--- src/rtl/raster_engine.sv ---
// rtl/raster_engine.sv - framebuffer rasterizer with command port and raster scan-out
module raster_engine #(
  parameter int COORD_W = 3,
  parameter int PIX_W   = 1
) (
  input  logic               clk,
  input  logic               rst,
  input  logic               cmd_valid,
  output logic               cmd_ready,
  input  logic [1:0]         cmd_op,
  input  logic [COORD_W-1:0] cmd_x0,
  input  logic [COORD_W-1:0] cmd_y0,
  input  logic [COORD_W-1:0] cmd_x1,
  input  logic [COORD_W-1:0] cmd_y1,
  input  logic [PIX_W-1:0]   cmd_color,
  output logic               cmd_done,
  input  logic               scan_en,
  output logic               pix_valid,
  output logic [COORD_W-1:0] pix_x,
  output logic [COORD_W-1:0] pix_y,
  output logic [PIX_W-1:0]   pix_data,
  output logic               frame_start
);

  localparam int DEPTH = 1 << (2 * COORD_W);
  localparam logic [COORD_W-1:0] CMAX = '1;
  localparam logic [1:0] OP_CLEAR = 2'd0;
  localparam logic [1:0] OP_PIXEL = 2'd1;
  localparam logic [1:0] OP_XRECT = 2'd3;

  typedef enum logic {IDLE, DRAW} state_t;

  state_t state, state_nxt;

  logic [PIX_W-1:0]   fb [0:DEPTH-1];
  logic               rst_q;
  logic [1:0]         op_q;
  logic [PIX_W-1:0]   color_q;
  logic [COORD_W-1:0] xl, xh, yl, yh;
  logic [COORD_W-1:0] cx, cy;
  logic [COORD_W-1:0] sx, sy;
  logic [COORD_W-1:0] acc_xl, acc_xh, acc_yl, acc_yh;
  logic               accept;
  logic               last_pix;
  logic [2*COORD_W-1:0] wr_addr;
  logic [2*COORD_W-1:0] rd_addr;

  // Ready is held low for the cycle after any reset edge so it rises only once rst is released.
  assign cmd_ready = (state == IDLE) && !rst_q;
  assign accept    = cmd_valid && cmd_ready;
  // Termination compares the cursor against the far corner, so no pixel counter can overflow.
  assign last_pix  = (cx == xh) && (cy == yh);
  assign wr_addr   = {cy, cx};
  assign rd_addr   = {sy, sx};

  // Normalise the incoming corners according to the op being accepted.
  always_comb begin
    acc_xl = (cmd_x0 < cmd_x1) ? cmd_x0 : cmd_x1;
    acc_xh = (cmd_x0 < cmd_x1) ? cmd_x1 : cmd_x0;
    acc_yl = (cmd_y0 < cmd_y1) ? cmd_y0 : cmd_y1;
    acc_yh = (cmd_y0 < cmd_y1) ? cmd_y1 : cmd_y0;
    if (cmd_op == OP_CLEAR) begin
      acc_xl = '0;
      acc_xh = CMAX;
      acc_yl = '0;
      acc_yh = CMAX;
    end else if (cmd_op == OP_PIXEL) begin
      acc_xl = cmd_x0;
      acc_xh = cmd_x0;
      acc_yl = cmd_y0;
      acc_yh = cmd_y0;
    end
  end

  // Registered copy of reset used to gate cmd_ready.
  always_ff @(posedge clk) begin
    rst_q <= rst;
  end

  // FSM state register.
  always_ff @(posedge clk) begin
    if (rst) state <= IDLE;
    else     state <= state_nxt;
  end

  // FSM next-state: accept moves to DRAW, the final pixel write returns to IDLE.
  always_comb begin
    state_nxt = state;
    case (state)
      IDLE:    if (accept)   state_nxt = DRAW;
      DRAW:    if (last_pix) state_nxt = IDLE;
      default: state_nxt = IDLE;
    endcase
  end

  // Command latch, draw cursor stepping and completion pulse.
  always_ff @(posedge clk) begin
    if (rst) begin
      op_q     <= '0;
      color_q  <= '0;
      xl       <= '0;
      xh       <= '0;
      yl       <= '0;
      yh       <= '0;
      cx       <= '0;
      cy       <= '0;
      cmd_done <= 1'b0;
    end else begin
      cmd_done <= (state == DRAW) && last_pix;
      if (accept) begin
        op_q    <= cmd_op;
        color_q <= cmd_color;
        xl      <= acc_xl;
        xh      <= acc_xh;
        yl      <= acc_yl;
        yh      <= acc_yh;
        cx      <= acc_xl;
        cy      <= acc_yl;
      end else if (state == DRAW && !last_pix) begin
        if (cx == xh) begin
          cx <= xl;
          cy <= cy + 1'b1;
        end else begin
          cx <= cx + 1'b1;
        end
      end
    end
  end

  // Framebuffer write port: plain fill or read-modify-write XOR at the cursor.
  always_ff @(posedge clk) begin
    if (rst) begin
      for (int i = 0; i < DEPTH; i++) fb[i] <= '0;
    end else if (state == DRAW) begin
      if (op_q == OP_XRECT) fb[wr_addr] <= fb[wr_addr] ^ color_q;
      else                  fb[wr_addr] <= color_q;
    end
  end

  // Scan-out: read the pre-write pixel at the counter and advance row-major while enabled.
  always_ff @(posedge clk) begin
    if (rst) begin
      sx          <= '0;
      sy          <= '0;
      pix_valid   <= 1'b0;
      pix_x       <= '0;
      pix_y       <= '0;
      pix_data    <= '0;
      frame_start <= 1'b0;
    end else if (scan_en) begin
      pix_valid   <= 1'b1;
      pix_x       <= sx;
      pix_y       <= sy;
      pix_data    <= fb[rd_addr];
      frame_start <= (sx == '0) && (sy == '0);
      sx          <= sx + 1'b1;
      if (sx == CMAX) sy <= sy + 1'b1;
    end
  end

endmodule

--- config.mk ---
export PLATFORM = sky130hd
export DESIGN_NAME = raster_engine
export DESIGN_NICKNAME = d
export VERILOG_FILES = /design/src/rtl/raster_engine.sv
export SDC_FILE = /design/constraint.sdc
export NUM_CORES = 1
export LEC_CHECK = 0
export CAP_MARGIN = 20
export CORE_MARGIN = 4
export CORE_UTILIZATION = 28
export CTS_CLUSTER_DIAMETER = 50
export DETAILED_ROUTE_END_ITERATION = 8
export DONT_BUFFER_PORTS = 1
export SKIP_LAST_GASP = 1
export SYNTH_ARGS = -nofsm -noshare
export SYNTH_HDL_FRONTEND = slang
export SYNTH_SLANG_ARGS = --single-unit
--- constraint.sdc ---
create_clock -name clk -period 6.4 [get_ports clk]
set_input_delay 1.28 -clock clk [delete_from_list [all_inputs] [get_ports clk]]
set_output_delay 1.28 -clock clk [all_outputs]
set_load 0.05 [all_outputs]
Word level (Yosys, flattened, before mapping) --
Memories as Yosys holds them, arrays and structs flattened. A register that Yosys moved wholly into a read port is not among the register bits. Cells that the tools add are included.
Cells by class: add/subtract/negate cells 4, multipliers 0, div/mod/pow operators 0, $lt $le $gt $ge 2, equal/unequal tests 5, shift-type cells 0, multiplexer cells 35, bitwise logic cells 3, reductions and logical operators 16
Operators by type and width (count):
- 3-bit 2-to-1 mux | 18
- 1-bit 2-to-1 mux | 15
- 3-bit by 1-bit adder with 3-bit output, second input constant | 4
- 3-bit equality test | 2
- 1-bit logical AND | 6
- 3-bit logical NOT | 2
- 3-bit less-than comparator | 2
- 6-bit 2-to-1 mux | 1
- 2-bit AND reduction | 2
- 2-bit nonzero test | 2
- 3-bit equality test, second input constant | 1
- 2-bit by 1-bit equality test with 1-bit output, second input constant | 1
- 2-bit equality test, second input constant | 1
- 1-bit logical NOT | 2
- 2-bit logical NOT | 1
- 1-bit case mux with 2 select lines | 1
- 1-bit NOT | 1
- 1-bit bitwise OR | 1
- 1-bit OR reduction | 1
- 1-bit XOR | 1
Word-level totals: register bits 35, bits in latches 0, memory bits (writable) 64, ROM bits 0, input bits 19, output and inout bits 11, memories kept 1
Memory list:
- fb | depth 64, width 1, read ports 2, clocked after memory_dff 1, write ports 64, line 35 | logic [PIX_W-1:0] fb [0:DEPTH-1];

Longest topological paths before layout --
depth in word-level cells 8, gate-level depth with buffers 11

Worst setup path after synthesis --
No wires, ideal clock.
path type input -> register, start input cmd_x0[2], end register cx[1], data arrival time 2.752 ns, data required time 6.268 ns, slack 3.516 ns, cell stages on the path 7, path through inv_1 ha_1 o21bai_1 mux2_2 a221oi_1 a211o_1 a21oi_1
On the way: word-level cells in the longest chain between the ends 5
RTL lines:
- from (decl) | line 11 | input logic [COORD_W-1:0] cmd_x0,
- 3-bit less-than comparator | line 58 | acc_xl = (cmd_x0 < cmd_x1) ? cmd_x0 : cmd_x1;
- 3-bit 2-to-1 mux | line 58
- 3-bit 2-to-1 mux | line 67 | end else if (cmd_op == OP_PIXEL) begin
- 3-bit 2-to-1 mux | line 62 | if (cmd_op == OP_CLEAR) begin
- 3-bit 2-to-1 mux | line 110 | if (accept) begin
- to (signal assigned) | line 117 | cx <= acc_xl;
- to (signal assigned) | line 121 | cx <= xl;
- to (signal assigned) | line 124 | cx <= cx + 1'b1;
- to (decl) | line 40 | logic [COORD_W-1:0] cx, cy;
No other way between the ends. A chain may end at the register's enable or synchronous reset.

==> results.md <==
- Detail Placement HPWL: 10.2 mm
- FMAX: 262 MHz
- Mapped Area: 6270 sq um
- Area share of the largest cell type after synthesis: 0.306
- Synth Area in Compound Gates: 0.174
- Syn Nets: 627
- TNS Setup: 0 ps
- Routability cong.: 0.827
- Rel. slew slack: 0.332
- WL per Instance: 18.8 um
- Clk_lat worst skew: 360 ps
- Worst Reg2Reg Path Length in Cells: 7
- Total die area: 24900 sq um
- Critical Path End: fb[49]
- Synth area leader: edfxtp_1
- Yosys reg bits: 100
- Vias per cell: 5.41
- Vias in the first global route: 4393
- P_sw: 0.000492 W
- Combinational Power Share: 0.203
- Core Region: 22000 sq um
- Total internal power: 0.00113 W
- Synth top area cells: edfxtp_1 31%, dfxtp_1 11%, mux4_2 8.3%
- H-Tree Depth: 3
- Placed Cells incl. Taps: 820
- Detailed-route DRC error count: 0
- Drt initial violations: 394
- Synthesized instance count: 593
- Chip Height: 158 um
- Die X: 158 um
- CP arrival: 3880 ps
- Tmin final: 3820 ps
- Global route total overflow: 0
- Clk pwr share: 0.331
- # IOs: 30
- Flop-to-flop setup slack: 2580 ps
- Clock-pin slew on the worst setup and hold paths: 70 ps
- Crit path launch: cy[2]
- Initial Util: 0.286
- Drt first pass iters: 5
- Syn_area_per_cell: 10.6 sq um
- Final hold violations: 0
- Nets: 585
- Synth Area in Adders: 0.0299
- RR Endpoint: fb[49]
- Fillers: 2228
- Final WL: 15.7 mm
- Sequential element share of the synthesized area: 0.421
- CTS tree: done
- Max_cap viols: 0
- Final count of negative-setup-slack endpoints: 0
- Post-CTS Setup Repair Bufs: 0
- Leak pwr: 2.12 nW
- Status: completed
- Layout Area Growth over Synthesis: 6.00%
- Final period util: 0.596
- Post-route ant nets: 0
- Worst hold-check path type: flip-flop to flip-flop
- Ys flop type: edfxtp_1
- Post-Synth Simple-Gate Area: 0.172
- Layout cells sized above 1: 0.140
- Via count: 4526
- Largest net degree at the start of global routing: 101
- Area of the multi-input gates: 3280 sq um
- Sw Share: 0.304
- Most frequent cells in the layout: 66 x o21bai_1, 64 x edfxtp_1, 62 x nor2_1
- Worst Path Required: 6470 ps
- Largest family of logic cells by synthesized area: compound AO/OA/AOI/OAI gates
- Max stage delay on crit path: 720 ps
- RSZ-0062 raised after global routing: no
- Sequential share of power: 0.466
- Crit path kind: flip-flop to flip-flop
- Pwr Density: 243 nW/um^2
- Worst vdd ir: 146 uV
- Synth Area in XOR/XNOR: 0.0140
- Largest buffer count on any clock path: 2
- Cts repair resizes: 0
- Antenna violations before repair: 0
- Async SR Flop Fraction: 0
- CTS buffer count: 9
- Critical Path, Cell by Cell: nand3b_1 -> nor2_1 -> a211oi_1 -> nor3b_1 -> or4b_4 -> a21oi_4 -> nor3_1
- Slew Viols, Final: 0
- Placed cell areas: 6360 sq um
- Mux cell area share after synthesis: 0.132
- Syn. warnings: 0
- Post-layout instance count excluding filler cells: 836
- Reg2reg start: cy[2]
- Cell Rows: 54
- Setup Skew: 8.02 ps
- CTS Root Cell: clkbuf_16
- Least-Margin Pin Slew: 998 ps
- CTS Sinks: 100
- Maximum fanout along the worst path: 24
- First-pass GRT wire length: 24.8 mm
- ANT cells: 0
- Crit end category: flip-flop
- Hold Buf Count CTS: 0
- Total track usage: 0.128
- EDFF count, synth: 64
- Post-route cell area: 6650 sq um
- Seq. cell area: 2640 sq um
- Commonest non-fill, non-tap cell in the layout: o21bai_1
- Critical path's slowest cell: dfxtp_1
- Port bufs: 0
- Number of distinct library cells after synthesis: 65
- Startpoint types: flip-flop
## through the flow
step	total power [W]	setup slack [ps]	util	hold WS (ps)
floorplan	0.00105	3520	-	433
global placement	0.00109	2660	0.289	439
detailed placement	0.00110	2590	0.290	445
CTS	0.00163	2580	0.303	456
global route	0.00169	2360	0.303	489
finish	0.00162	2580	0.303	458
## worst max-delay path: cells and delay by family (launching register included)
kind / cells / cell delay, ps
AO/OA/AOI/OAI: 2 / 1040
AND/OR/NAND/NOR: 5 / 1740
flip-flops: 1 / 720
## sequential cells by signal, summed over array words and instances, names as in the netlist
signal and flops:
cx 3, rst_q 1, cy 3, yh 3, pix_data 1, frame_start 1, pix_y 3, sy 3
color_q 1, cmd_done 1, state 1, pix_x 3, pix_valid 1, fb 64, xh 3, xl 3
sx 3, op_q 2
## synthesized netlist by cell type, types with 7 or more instances
cell	instances
buf_6	7
o21bai_1	66
a21oi_1	24
nor2b_1	7
a211oi_1	11
edfxtp_1	64
inv_1	13
ha_1	15
mux2i_1	20
clkbuf_1	36
dfxtp_1	36
a22oi_1	7
nor4_1	20
nand3_1	8
mux4_2	23
nor3_1	17
nor3_2	10
nand2_1	31
nor2_1	62
buf_2	8
## layer usage
layer,routed length [um],up-vias,GRT usage,share of wire
li1,-,2149,-,-
met2,7550,107,0.206,0.48
met3,752,18,0.0293,0.048
met1,7080,2252,0.169,0.45
met5,0,-,0,0
met4,315,0,0.0467,0.020
## worst min path at each step
stage | startpoint | endpoint | slack, ps | cells past startpoint
6_report | xl[2] | xl[2] | 460 | 2
5_1_grt | xl[0] | xl[0] | 490 | 2
4_1_cts | xl[2] | xl[2] | 460 | 2
3_5_place_dp | xl[2] | xl[2] | 440 | 2
3_3_place_gp | xl[0] | xl[0] | 440 | 2
2_1_floorplan | xl[2] | xl[2] | 430 | 2
## final cells by class
| type | instances | share of cell area |
|---|---|---|
| clock buffer | 10 | 0.0376 |
| timing repair buffer | 5 | 0.00621 |
| tap | 280 | 0.0527 |
| inverter | 14 | 0.00790 |
| clock inverter | 6 | 0.00546 |
| sequential | 100 | 0.397 |
| multi-input combinational | 421 | 0.493 |
## power by group through the flow
stage	clock (W)	combinational [W]	sequential, W
after floorplan	0	0.000304	0.000748
after global placement	0	0.000326	0.000766
after detailed placement	0	0.000328	0.000767
after CTS	0.000547	0.000330	0.000753
after global routing	0.000573	0.000356	0.000757
final	0.000536	0.000328	0.000753
## cell families after synthesis
| group | after synthesis |
|---|---|
| buf+inv | 72 |
| fa+ha+maj | 15 |
| compound gates | 147 |
| mux | 51 |
| simple gates | 198 |
| flops | 100 |
| xor+xnor | 10 |
Note: power is estimated with default switching activity, not from simulation.
